### config.mk
export PLATFORM = sky130hd
export DESIGN_NAME = mccu_fsm
export DESIGN_NICKNAME = d
export VERILOG_FILES = /design/src/rtl/mccu_fsm.sv
export SDC_FILE = /design/constraint.sdc
export NUM_CORES = 1
export LEC_CHECK = 0
export CAP_MARGIN = 15
export CORE_MARGIN = 10
export CORE_UTILIZATION = 33
export CTS_CLUSTER_SIZE = 16
export DETAILED_ROUTE_END_ITERATION = 10
export PLACE_DENSITY = 0.76
export SYNTH_ARGS = -nofsm -noshare
export SYNTH_HDL_FRONTEND = slang
export SYNTH_SLANG_ARGS = --single-unit
### constraint.sdc
create_clock -name i_clk -period 1.6 [get_ports i_clk]
set_input_delay 0.32 -clock i_clk [delete_from_list [all_inputs] [get_ports i_clk]]
set_output_delay 0.32 -clock i_clk [all_outputs]
set_load 0.005 [all_outputs]
### src/rtl/mccu_fsm.sv
// rtl/mccu_fsm.sv - multicycle MIPS-subset control unit (IF/ID/EXE/MEM/WB sequencer and decoder)
module mccu_fsm (
  input  logic       i_clk,
  input  logic       i_rst,
  input  logic [5:0] i_op,
  input  logic [5:0] i_func,
  input  logic       i_z,
  output logic       o_wpc,
  output logic       o_wir,
  output logic       o_wmem,
  output logic       o_wreg,
  output logic       o_iord,
  output logic       o_regrt,
  output logic       o_m2reg,
  output logic       o_jal,
  output logic       o_sext,
  output logic       o_shift,
  output logic       o_alusrca,
  output logic [1:0] o_alusrcb,
  output logic [3:0] o_aluc,
  output logic [1:0] o_pcsource,
  output logic [2:0] o_state
);

  typedef enum logic [2:0] {
    S_IF  = 3'd0,
    S_ID  = 3'd1,
    S_EXE = 3'd2,
    S_MEM = 3'd3,
    S_WB  = 3'd4
  } state_t;

  state_t     r_state;
  state_t     w_next;

  // instruction class decode
  logic       w_r_alu;
  logic [3:0] w_r_aluc;
  logic       w_r_shift;
  logic       w_i_alu;
  logic [3:0] w_i_aluc;
  logic       w_jr;
  logic       w_j;
  logic       w_jal_op;
  logic       w_lw;
  logic       w_sw;
  logic       w_beq;
  logic       w_bne;
  logic       w_valid;

  // raw per-state controls before the reset mask on the write enables
  logic       w_wpc;
  logic       w_wir;
  logic       w_wmem;
  logic       w_wreg;

  // State register; reset aborts any instruction straight back to fetch
  always_ff @(posedge i_clk or negedge i_rst) begin
    if (!i_rst) begin
      r_state <= S_IF;
    end else begin
      r_state <= w_next;
    end
  end

  // Decode op/func into instruction classes and their ALU operation codes
  always_comb begin
    w_r_alu   = 1'b0;
    w_r_aluc  = 4'b0000;
    w_r_shift = 1'b0;
    w_i_alu   = 1'b0;
    w_i_aluc  = 4'b0000;
    w_jr      = 1'b0;
    w_j       = 1'b0;
    w_jal_op  = 1'b0;
    w_lw      = 1'b0;
    w_sw      = 1'b0;
    w_beq     = 1'b0;
    w_bne     = 1'b0;
    if (i_op == 6'b000000) begin
      case (i_func)
        6'b100000: begin w_r_alu = 1'b1; w_r_aluc = 4'b0000; end
        6'b100010: begin w_r_alu = 1'b1; w_r_aluc = 4'b0100; end
        6'b100100: begin w_r_alu = 1'b1; w_r_aluc = 4'b0001; end
        6'b100101: begin w_r_alu = 1'b1; w_r_aluc = 4'b0101; end
        6'b100110: begin w_r_alu = 1'b1; w_r_aluc = 4'b0010; end
        6'b000000: begin w_r_alu = 1'b1; w_r_aluc = 4'b0011; w_r_shift = 1'b1; end
        6'b000010: begin w_r_alu = 1'b1; w_r_aluc = 4'b0111; w_r_shift = 1'b1; end
        6'b000011: begin w_r_alu = 1'b1; w_r_aluc = 4'b1111; w_r_shift = 1'b1; end
        6'b001000: w_jr = 1'b1;
        default:   ;
      endcase
    end else begin
      case (i_op)
        6'b001000: begin w_i_alu = 1'b1; w_i_aluc = 4'b0000; end
        6'b001100: begin w_i_alu = 1'b1; w_i_aluc = 4'b0001; end
        6'b001101: begin w_i_alu = 1'b1; w_i_aluc = 4'b0101; end
        6'b001110: begin w_i_alu = 1'b1; w_i_aluc = 4'b0010; end
        6'b001111: begin w_i_alu = 1'b1; w_i_aluc = 4'b0110; end
        6'b100011: w_lw     = 1'b1;
        6'b101011: w_sw     = 1'b1;
        6'b000100: w_beq    = 1'b1;
        6'b000101: w_bne    = 1'b1;
        6'b000010: w_j      = 1'b1;
        6'b000011: w_jal_op = 1'b1;
        default:   ;
      endcase
    end
    w_valid = w_r_alu | w_i_alu | w_lw | w_sw | w_beq | w_bne;
  end

  // Next-state and per-cycle datapath controls from state and decoded instruction
  always_comb begin
    w_next       = S_IF;
    w_wpc        = 1'b0;
    w_wir        = 1'b0;
    w_wmem       = 1'b0;
    w_wreg       = 1'b0;
    o_iord       = 1'b0;
    o_regrt      = 1'b0;
    o_m2reg      = 1'b0;
    o_jal        = 1'b0;
    o_sext       = 1'b1;
    o_shift      = 1'b0;
    o_alusrca    = 1'b0;
    o_alusrcb    = 2'b00;
    o_aluc       = 4'b0000;
    o_pcsource   = 2'b00;
    case (r_state)
      S_IF: begin
        w_wir     = 1'b1;
        w_wpc     = 1'b1;
        o_alusrcb = 2'b01;
        w_next    = S_ID;
      end
      S_ID: begin
        // ALU computes the branch target now so EXE can use it from the ALU output reg
        o_alusrcb = 2'b11;
        if (w_j) begin
          w_wpc      = 1'b1;
          o_pcsource = 2'b11;
        end else if (w_jal_op) begin
          w_wpc      = 1'b1;
          w_wreg     = 1'b1;
          o_jal      = 1'b1;
          o_pcsource = 2'b11;
        end else if (w_jr) begin
          w_wpc      = 1'b1;
          o_pcsource = 2'b10;
        end else if (w_valid) begin
          w_next     = S_EXE;
        end
      end
      S_EXE: begin
        o_alusrca = 1'b1;
        if (w_r_alu) begin
          o_aluc  = w_r_aluc;
          o_shift = w_r_shift;
          w_next  = S_WB;
        end else if (w_i_alu) begin
          o_alusrcb = 2'b10;
          o_sext    = (i_op == 6'b001000);
          o_aluc    = w_i_aluc;
          w_next    = S_WB;
        end else if (w_lw || w_sw) begin
          o_alusrcb = 2'b10;
          w_next    = S_MEM;
        end else if (w_beq) begin
          o_aluc     = 4'b0100;
          w_wpc      = i_z;
          o_pcsource = 2'b01;
        end else if (w_bne) begin
          o_aluc     = 4'b0100;
          w_wpc      = ~i_z;
          o_pcsource = 2'b01;
        end
      end
      S_MEM: begin
        o_iord = 1'b1;
        w_wmem = w_sw;
        if (w_lw) begin
          w_next = S_WB;
        end
      end
      S_WB: begin
        w_wreg  = 1'b1;
        o_regrt = (i_op != 6'b000000);
        o_m2reg = w_lw;
      end
      default: w_next = S_IF;
    endcase
  end

  // Write enables are held off for as long as reset is asserted
  assign o_wpc   = w_wpc  & i_rst;
  assign o_wir   = w_wir  & i_rst;
  assign o_wmem  = w_wmem & i_rst;
  assign o_wreg  = w_wreg & i_rst;
  assign o_state = r_state;

endmodule

==> run_results.csv, run 1 <==
group,metric,value,unit
status,status,"finished, violations left",
status,violations,"negative setup slack",
floorplan,core_area,1730,sq um
floorplan,start_util,0.348,
detailed_routing,via_count,1128,
cells_and_area,multi_input_area,626,sq um
sta,rsz0062_at_grt,"yes",
detailed_routing,dr.pass1.iters,4,
sta,drv_slew,0,
grt,overflow,0,
logic_synthesis,synth_cells,87,
cells_and_area,layout-drive-gt1-share,0.659,
cells_and_area,n_antenna_cell,0,
floorplan,die_area,3930,sq um
sta,finalSetupViolCount,16,
worst_setup_path,r2r_cells,6,
logic_synthesis,yosysMostFrequentCell,"nor2_1",
grt,antenna_found_initial,0,
placed_design,gp_congestion,0.863,
cells_and_area,final-instance-count-excl-fill,204,
detailed_routing,drc,0,
logic_synthesis,synthArstFlopShare,1.00,
placed_design,place_ws,-1.11,ns
clock_tree,cts_buffers,3,
pwr,peakVddDrop,367,uV
floorplan,die_h,62.7,microns
floorplan,die_width,62.7,microns
detailed_routing,drt_iter0_markers,73,
logic_synthesis,ys_types,39,
grt,grt_pass1_vias,1165,
logic_synthesis,ys_seq_elements,3,
sta,skew,0.00352,ns
logic_synthesis,synthTopCellsByCount,"10 x nor2_1, 9 x nand2_1, 6 x a21oi_1, 6 x inv_1, 5 x nor3_1",
grt,use_met1,0.172,
worst_setup_path,crit_fanout,5,
clock_tree,htree_levels,1,
logic_synthesis,syn_area,601,sq um
sta,clock.fmax,499,MHz
detailed_routing,drt_wl_total,3.64,mm
worst_setup_path,endpoint_kind,"output port",
logic_synthesis,synth_top_area_share,0.125,
grt,top_usage_layer,"met2",
grt,use_met2,0.315,
detailed_routing,routed_via_density,5.53,
clock_tree,clock_latency,0.23,ns
sta,hold_viol,0,
sta,layout_setup_ws,-0.406,ns
run,max_cap_violations,0,
floorplan,ios,37,
logic_synthesis,ys_warn_count,0,
logic_synthesis,synth-main-ff-cell,"dfrtp_1",
cells_and_area,utilization,0.869,
detailed_routing,post_drt_wl_per_cell,17.8,microns
clock_tree,numClockSinks,3,
cells_and_area,nets,195,
placed_design,dp_cells,179,
sta,relSlewSlack,0.810,
sta,timing.setup.tns,-3.27,ns
pwr,leakage,0.735,nW
grt,grt_pass1_wl,5.58,mm
sta,fin_crit_sh,1.25,
worst_setup_path,start_kind,"flop",
clock_tree,clockBufferDepth,2,
logic_synthesis,yosys-top-cells-area,"dfrtp_1 13%, nor4_4 7.1%, nor2_1 6.3%",
grt,met3_usage,0.0663,
logic_synthesis,syn_avg_cell_area,6.90,sq um
detailed_routing,ant_nets,0,
pwr,p_per_area,608,nW/um^2
logic_synthesis,ys_seq_area_frac,0.125,
grt,grt_max_degree,11,
sta,whs,0.212,ns
grt,grt.total_usage,0.172,
logic_synthesis,syn-num-nets,102,
worst_setup_path,crit_arrival,1.69,ns
sta,min_period,2.01,ns
placed_design,port_buffers,36,
clock_tree,root_buffer,"clkbuf_4",
cells_and_area,fillerInstances,92,
cells_and_area,seqCellArea,75.1,sq um
clock_tree,cts_tree,"yes",
cells_and_area,largest_reg_flops,3,
worst_setup_path,critPathRequiredTime,1.28,ns
logic_synthesis,synth-edff-count,0,
cells_and_area,syn2layout_area_growth,150,%
logic_synthesis,synth_largest_area_cell,"dfrtp_1",
min_path,hold_class,"primary input to asynchronous set/reset pin",
sta,worst_pin_slew,0.284,ns
floorplan,rows,15,
worst_setup_path,crit_type,"flop to output port",
clock_tree,path_clk_slew,0.04,ns
placed_design,dpl.hpwl,2.36,mm
## what timing repair did
| action | 4_1_cts | 5_1_grt |
|---|---|---|
| buffers inserted | 16 | 8 |
| pin swaps | 22 | 12 |
| resized for setup | 155 | 21 |
| hold buffers | 0 | 0 |
| hold endpoints to repair | 0 | 0 |
| endpoints found under the setup margin | 21 | 22 |
## worst max-delay path, cell delays in order (launching register included)
cell and delay, ns:
dfrtp_1 0.38, nor2_2 0.14, nand2_2 0.11, or3_4 0.44, buf_4 0.16, o21ai_2 0.10, buf_2 0.12
## where the power goes
group          internal (W)  total (W)  switching [W]
sequential        0.0000927   0.000106      0.0000134
clock             0.0000934   0.000133      0.0000392
combinational      0.000365   0.000674       0.000309
total              0.000551   0.000912       0.000361
## logic make-up after synthesis
kind of cell	Yosys count	synth area share
xor+xnor	1	0.0146
flops	3	0.125
compound gates	24	0.267
buf+inv	9	0.0688
simple gates	50	0.525
## cells in the final DEF, fill, tap and decap left out, types with 2 or more instances in the layout
cell | synthesis | final
nor2_1 | 10 | 4
nand2b_1 | 4 | 4
buf_2 | 0 | 19
nor2b_4 | 0 | 2
nor4_4 | 2 | 2
clkbuf_2 | 0 | 2
dfrtp_1 | 3 | 3
inv_1 | 6 | 3
nand3b_1 | 2 | 2
nand4_1 | 2 | 2
inv_2 | 0 | 2
nand2_1 | 9 | 5
dlygate4sd2_1 | 0 | 6
buf_6 | 1 | 14
nor3_2 | 0 | 3
nor2_4 | 0 | 2
a21oi_1 | 6 | 5
and3_1 | 2 | 2
o22ai_2 | 0 | 2
o22ai_1 | 4 | 2
buf_8 | 0 | 2
buf_4 | 0 | 45
clkbuf_4 | 0 | 3
nor3_1 | 5 | 2
nand2_2 | 0 | 3
nor2_2 | 0 | 4
nand4b_1 | 2 | 2
## through the flow
step / instance area, sq um / total power, W
floorplan: 601 / 0.000276
global placement: 1230 / 0.000588
detailed placement: 1230 / 0.000603
CTS: 1450 / 0.000859
global route: 1500 / 0.000974
finish: 1500 / 0.000912
## layer usage
metal  share of wire  routed length [microns]
met1            0.40                     1470
met2            0.51                     1860
met3           0.066                      240
met4           0.017                       61
met5               0                        0
## path summary, 6_finish.rpt
check                                  end  slack [ns]       start
worst max-delay path             o_aluc[2]       -0.41  o_state[2]
worst min-delay path            o_state[2]        0.21       i_rst
worst max register to register  o_state[2]        0.04  o_state[2]
worst min register to register  o_state[0]        0.57  o_state[2]
max in group asynchronous       o_state[0]        1.29       i_rst
min in group i_clk              o_state[1]        0.56     i_op[2]
## layout make-up
cell class	instances	share of cell area
Tap cell	25	0.0209
Timing Repair Buffer	91	0.478
Multi-Input combinational cell	75	0.417
Inverter	6	0.0167
Clock buffer	4	0.0175
Sequential cell	3	0.0500
Note: power is estimated with default switching activity, not from simulation.
==> run 2, diff against run 1 <==
--- a/config.mk
+++ b/config.mk
@@ -6,10 +6,10 @@
 export NUM_CORES = 1
 export LEC_CHECK = 0
 export CAP_MARGIN = 15
-export CORE_MARGIN = 10
 export CORE_UTILIZATION = 33
 export CTS_CLUSTER_SIZE = 16
 export DETAILED_ROUTE_END_ITERATION = 10
+export HOLD_SLACK_MARGIN = 0.03
 export PLACE_DENSITY = 0.76
 export SYNTH_ARGS = -nofsm -noshare
 export SYNTH_HDL_FRONTEND = slang
==> run_results.csv, run 2 (synthesis gave the netlist of run 1 again) <==
group,metric,value,unit
worst_setup_path,crit_type,"primary input to output port",
grt,overflow,0,
grt,grt.total_usage,0.347,
worst_setup_path,crit_fanout,5,
cells_and_area,n_antenna_cell,0,
pwr,pwr-share-seq,0.107,
sta,timing.setup.tns,-5.01,ns
detailed_routing,drc,0,
clock_tree,cts_buffers,3,
sta,finalSetupViolCount,19,
pwr,leakage,0.701,nW
sta,skew,0.00651,ns
worst_setup_path,r2r_slack,0,ns
floorplan,ios,37,
floorplan,core_area,1710,sq um
floorplan,die_width,44.7,microns
status,violations,"negative setup slack",
pwr,p_comb_frac,0.751,
status,status,"finished, violations left",
worst_setup_path,start_kind,"primary input",
clock_tree,htree_levels,1,
detailed_routing,drt_wl_total,4.03,mm
cells_and_area,layout-drive-gt1-share,0.619,
pwr,peakVddDrop,576,uV
placed_design,port_buffers,36,
clock_tree,root_buffer,"clkbuf_4",
sta,relSlewSlack,0.795,
detailed_routing,drt_iter0_markers,55,
placed_design,gp_congestion,0.818,
worst_setup_path,r2r_cells,8,
min_path,hold_class,"primary input to asynchronous set/reset pin",
pwr,p_per_area,630,nW/um^2
floorplan,start_util,0.352,
sta,fin_crit_sh,1.28,
sta,hold_viol,0,
detailed_routing,routed_via_density,6.00,
pwr,power.switching,0.000392,W
sta,clock.fmax,487,MHz
cells_and_area,nets,192,
grt,use_met2,0.635,
grt,met3_usage,0.0653,
floorplan,die_h,44.7,microns
detailed_routing,ant_nets,0,
worst_setup_path,crit_arrival,1.73,ns
sta,drv_slew,0,
clock_tree,numClockSinks,3,
worst_setup_path,endpoint_kind,"output port",
sta,min_period,2.05,ns
pwr,swShare,0.412,
clock_tree,cts_tree,"yes",
cells_and_area,syn2layout_area_growth,151,%
pwr,clockPowerShare,0.142,
grt,use_met1,0.372,
sta,layout_setup_ws,-0.452,ns
grt,grt_pass1_wl,5.00,mm
detailed_routing,via_count,1206,
clock_tree,hold_buffers,0,
placed_design,dp_cells,180,
worst_setup_path,critPathRequiredTime,1.28,ns
grt,grt_max_degree,11,
cells_and_area,layout_common_cells,"38 x buf_4, 17 x buf_2, 15 x buf_6, 7 x nand2_1, 6 x dlygate4sd2_1",
cells_and_area,largest_reg_flops,3,
floorplan,rows,15,
run,max_cap_violations,0,
grt,top_usage_layer,"met2",
floorplan,die_area,1990,sq um
pwr,p_int,0.000558,W
sta,rsz0062_at_grt,"yes",
grt,grt_pass1_vias,1112,
detailed_routing,dr.pass1.iters,4,
placed_design,dpl.hpwl,1.89,mm
cells_and_area,layout_commonest_cell,"buf_4",
detailed_routing,post_drt_wl_per_cell,20.0,microns
clock_tree,clockBufferDepth,2,
cells_and_area,final-instance-count-excl-fill,201,
sta,worst_pin_slew,0.306,ns
clock_tree,path_clk_slew,0.04,ns
clock_tree,clock_latency,0.24,ns
grt,antenna_found_initial,0,
-- run 2: what timing repair did --
action,in CTS,in global routing
hold endpoints to repair,0,0
resized for setup,123,30
endpoints found under the setup margin,22,23
pin swaps,19,13
setup buffers,12,11
-- run 2: worst paths after layout --
kind                             from    endpoint
max in group asynchronous       i_rst  o_state[0]
max reg2reg                o_state[1]  o_state[1]
max                           i_op[3]   o_aluc[2]
min                             i_rst  o_state[2]
min in group i_clk            i_op[3]  o_state[2]
min reg2reg                o_state[0]  o_state[0]
-- run 2: stage by stage --
step | total power [W] | hold WS [ns] | worst slack, ns | util | instance area [sq um]
floorplan | 0.000276 | 0.0244 | -0.0299 | - | 601
global placement | 0.000570 | 0.542 | -1.01 | 0.724 | 1240
detailed placement | 0.000582 | 0.560 | -1.04 | 0.724 | 1240
CTS | 0.000784 | 0.477 | -0.414 | 0.836 | 1430
global route | 0.000991 | 0.534 | -0.478 | 0.884 | 1510
finish | 0.000950 | 0.518 | -0.452 | 0.884 | 1510
-- run 2: area by class of cell --
cell class                      count  area [sq um]
Timing Repair Buffer               88           717
Multi-Input combinational cell     75           637
Fill cell                          91           199
Sequential cell                     3          75.1
Tap cell                           25          31.3
Clock buffer                        4          26.3
Inverter                            6          22.5
-- run 2: routing by layer --
layer	wire length [microns]	vias up
li1	-	503
met1	1440	569
met2	2010	104
met3	359	30
met4	216	0
met5	0	-
-- run 2: critical path, stage by stage --
cell and delay, ns:
buf_8 0.10, nor4_4 0.31, buf_4 0.17, nand2_1 0.08, or3_4 0.45, o21ai_1 0.15
buf_2 0.14
-- run 2: power by group through the flow --
stage               Clock [W]  Sequential (W)  Combinational (W)
finish               0.000135        0.000102           0.000714
global route         0.000149        0.000103           0.000739
CTS                  0.000141        0.000102           0.000541
detailed placement          0        0.000102           0.000480
global placement            0        0.000101           0.000468
floorplan                   0        0.000116           0.000160
==> run 3, diff against run 2 <==
--- a/config.mk
+++ b/config.mk
@@ -6,6 +6,7 @@
 export NUM_CORES = 1
 export LEC_CHECK = 0
 export CAP_MARGIN = 15
+export CORE_MARGIN = 2
 export CORE_UTILIZATION = 33
 export CTS_CLUSTER_SIZE = 16
 export DETAILED_ROUTE_END_ITERATION = 10
==> run_results.csv, run 3 (synthesis gave the netlist of run 1 again) <==
group,metric,value,unit
status,status,"finished, violations left",
status,violations,"negative setup slack",
floorplan,rows,15,
worst_setup_path,crit_type,"flop to output port",
grt,antenna_found_initial,0,
cells_and_area,utilization,0.834,
clock_tree,cts_buffers,3,
floorplan,start_util,0.348,
clock_tree,clockBufferDepth,2,
detailed_routing,dr.pass1.iters,4,
detailed_routing,drt_iter0_markers,23,
detailed_routing,via_count,1085,
clock_tree,htree_levels,1,
floorplan,core_area,1730,sq um
grt,grt_pass1_wl,4.35,mm
worst_setup_path,start_kind,"flop",
sta,drv_slew,0,
worst_setup_path,crit_fanout,2,
sta,whs,0.508,ns
worst_setup_path,endpoint_kind,"output port",
sta,min_period,2.02,ns
worst_setup_path,r2r-end,"o_state[2]",
worst_setup_path,r2r_slack,0.02,ns
clock_tree,numClockSinks,3,
sta,rsz0062_at_grt,"yes",
worst_setup_path,r2r_cells,6,
min_path,hold_class,"primary input to asynchronous set/reset pin",
run,max_cap_violations,0,
sta,clock.fmax,495,MHz
worst_setup_path,slowest_delay,0.40,ns
pwr,leakage,0.678,nW
sta,fin_crit_sh,1.26,
sta,skew,0.00204,ns
cells_and_area,n_antenna_cell,0,
worst_setup_path,crit_path_end,"o_wpc",
detailed_routing,drc,0,
placed_design,place_area,1220,sq um
detailed_routing,drt_wl_total,3.08,mm
cells_and_area,syn2layout_area_growth,140,%
worst_setup_path,cp_slowest_cell,"dfrtp_1",
floorplan,die_h,46.7,microns
clock_tree,root_buffer,"clkbuf_4",
sta,hold_viol,0,
worst_setup_path,crit_arrival,1.70,ns
sta,finalSetupViolCount,15,
pwr,p_per_area,623,nW/um^2
grt,grt.total_usage,0.277,
sta,layout_setup_ws,-0.420,ns
cells_and_area,layout-drive-gt1-share,0.610,
placed_design,port_buffers,36,
worst_setup_path,crit_chain,"nor2_2, nand2_2, inv_2, buf_6, nand2_4, nand4b_1, a221oi_2, buf_2",
clock_tree,path_clk_slew,0.04,ns
worst_setup_path,critPathLaunch,"o_state[2]",
cells_and_area,largest_reg_flops,3,
clock_tree,clock_latency,0.23,ns
grt,overflow,0,
detailed_routing,ant_nets,0,
floorplan,die_width,46.7,microns
sta,worst_pin_slew,0.292,ns
floorplan,ios,37,
clock_tree,cts_tree,"yes",
sta,timing.setup.tns,-3.50,ns
cells_and_area,final_area,1440,sq um
placed_design,dpl.hpwl,2.02,mm
floorplan,die_area,2180,sq um
placed_design,gp_congestion,0.843,
cells_and_area,layout_common_cells,"40 x buf_4, 16 x buf_2, 11 x buf_6",
cells_and_area,nets,188,
sta,relSlewSlack,0.805,
detailed_routing,post_drt_wl_per_cell,15.6,microns
worst_setup_path,critPathRequiredTime,1.28,ns
grt,grt_max_degree,11,
worst_setup_path,rr_startpoint,"o_state[2]",
detailed_routing,routed_via_density,5.51,
pwr,peakVddDrop,351,uV
grt,grt_pass1_vias,1037,
cells_and_area,layout_commonest_cell,"buf_4",
run 3: cell count changes in the layout (fill, tap and decap cells not counted), sizes merged:
cell / delta
buf: -5
clkbuf: +1
clkdlybuf4s15: +1
clkdlybuf4s50: -1
run 3: layout make-up:
class	instances	area [sq um]
clock buffer	4	26.3
fill	112	287
inverter	6	25.0
multi-input combinational	75	627
sequential	3	75.1
tap	25	31.3
timing repair buffer	84	656
run 3: critical path, delay by kind of cell, from the launching register on:
family | cells | cell delay (ns)
and+or+nand+nor | 4 | 0.44
DFF | 1 | 0.40
buffers and inverters | 3 | 0.33
AOI/OAI and AO/OA | 1 | 0.29
run 3: worst min-delay path by stage:
stage	depth (start not counted)	startpoint	to
after global placement	2	o_state[2]	o_state[0]
after global routing	2	i_rst	o_state[0]
after CTS	2	i_rst	o_state[0]
final	2	i_rst	o_state[0]
after floorplan	0	i_rst	o_state[0]
after detailed placement	2	o_state[0]	o_state[0]
run 3: layer usage:
layer / track usage / vias to the layer above / routed length [microns]
li1: - / 498 / -
met1: 0.303 / 512 / 1170
met2: 0.519 / 65 / 1630
met3: 0.0549 / 10 / 185
met4: 0.100 / 0 / 97
met5: 0 / - / 0
run 3: through the flow:
step / power [W] / cells / setup slack (ns)
floorplan: 0.000276 / 87 / -0.0299
detailed placement: 0.000593 / 178 / -1.09
global placement: 0.000576 / 178 / -1.06
CTS: 0.000731 / 193 / -0.429
global route: 0.000945 / 197 / -0.482
finish: 0.000897 / 197 / -0.420
run 3: power breakdown:
part	switching, W	total (W)	leakage [nW]	internal [W]
Sequential	0.0000104	0.000103	0.0394	0.0000926
Clock	0.0000397	0.000133	0.0150	0.0000935
Combinational	0.000304	0.000661	0.624	0.000357
Total	0.000354	0.000897	0.678	0.000543
run 3: repair_timing:
action	CTS	global route
hold buffers	0	0
setup endpoints to repair	22	21
endpoints found under the hold margin	0	0
setup buffers	11	6
pin swaps	18	21
resized for setup	105	44
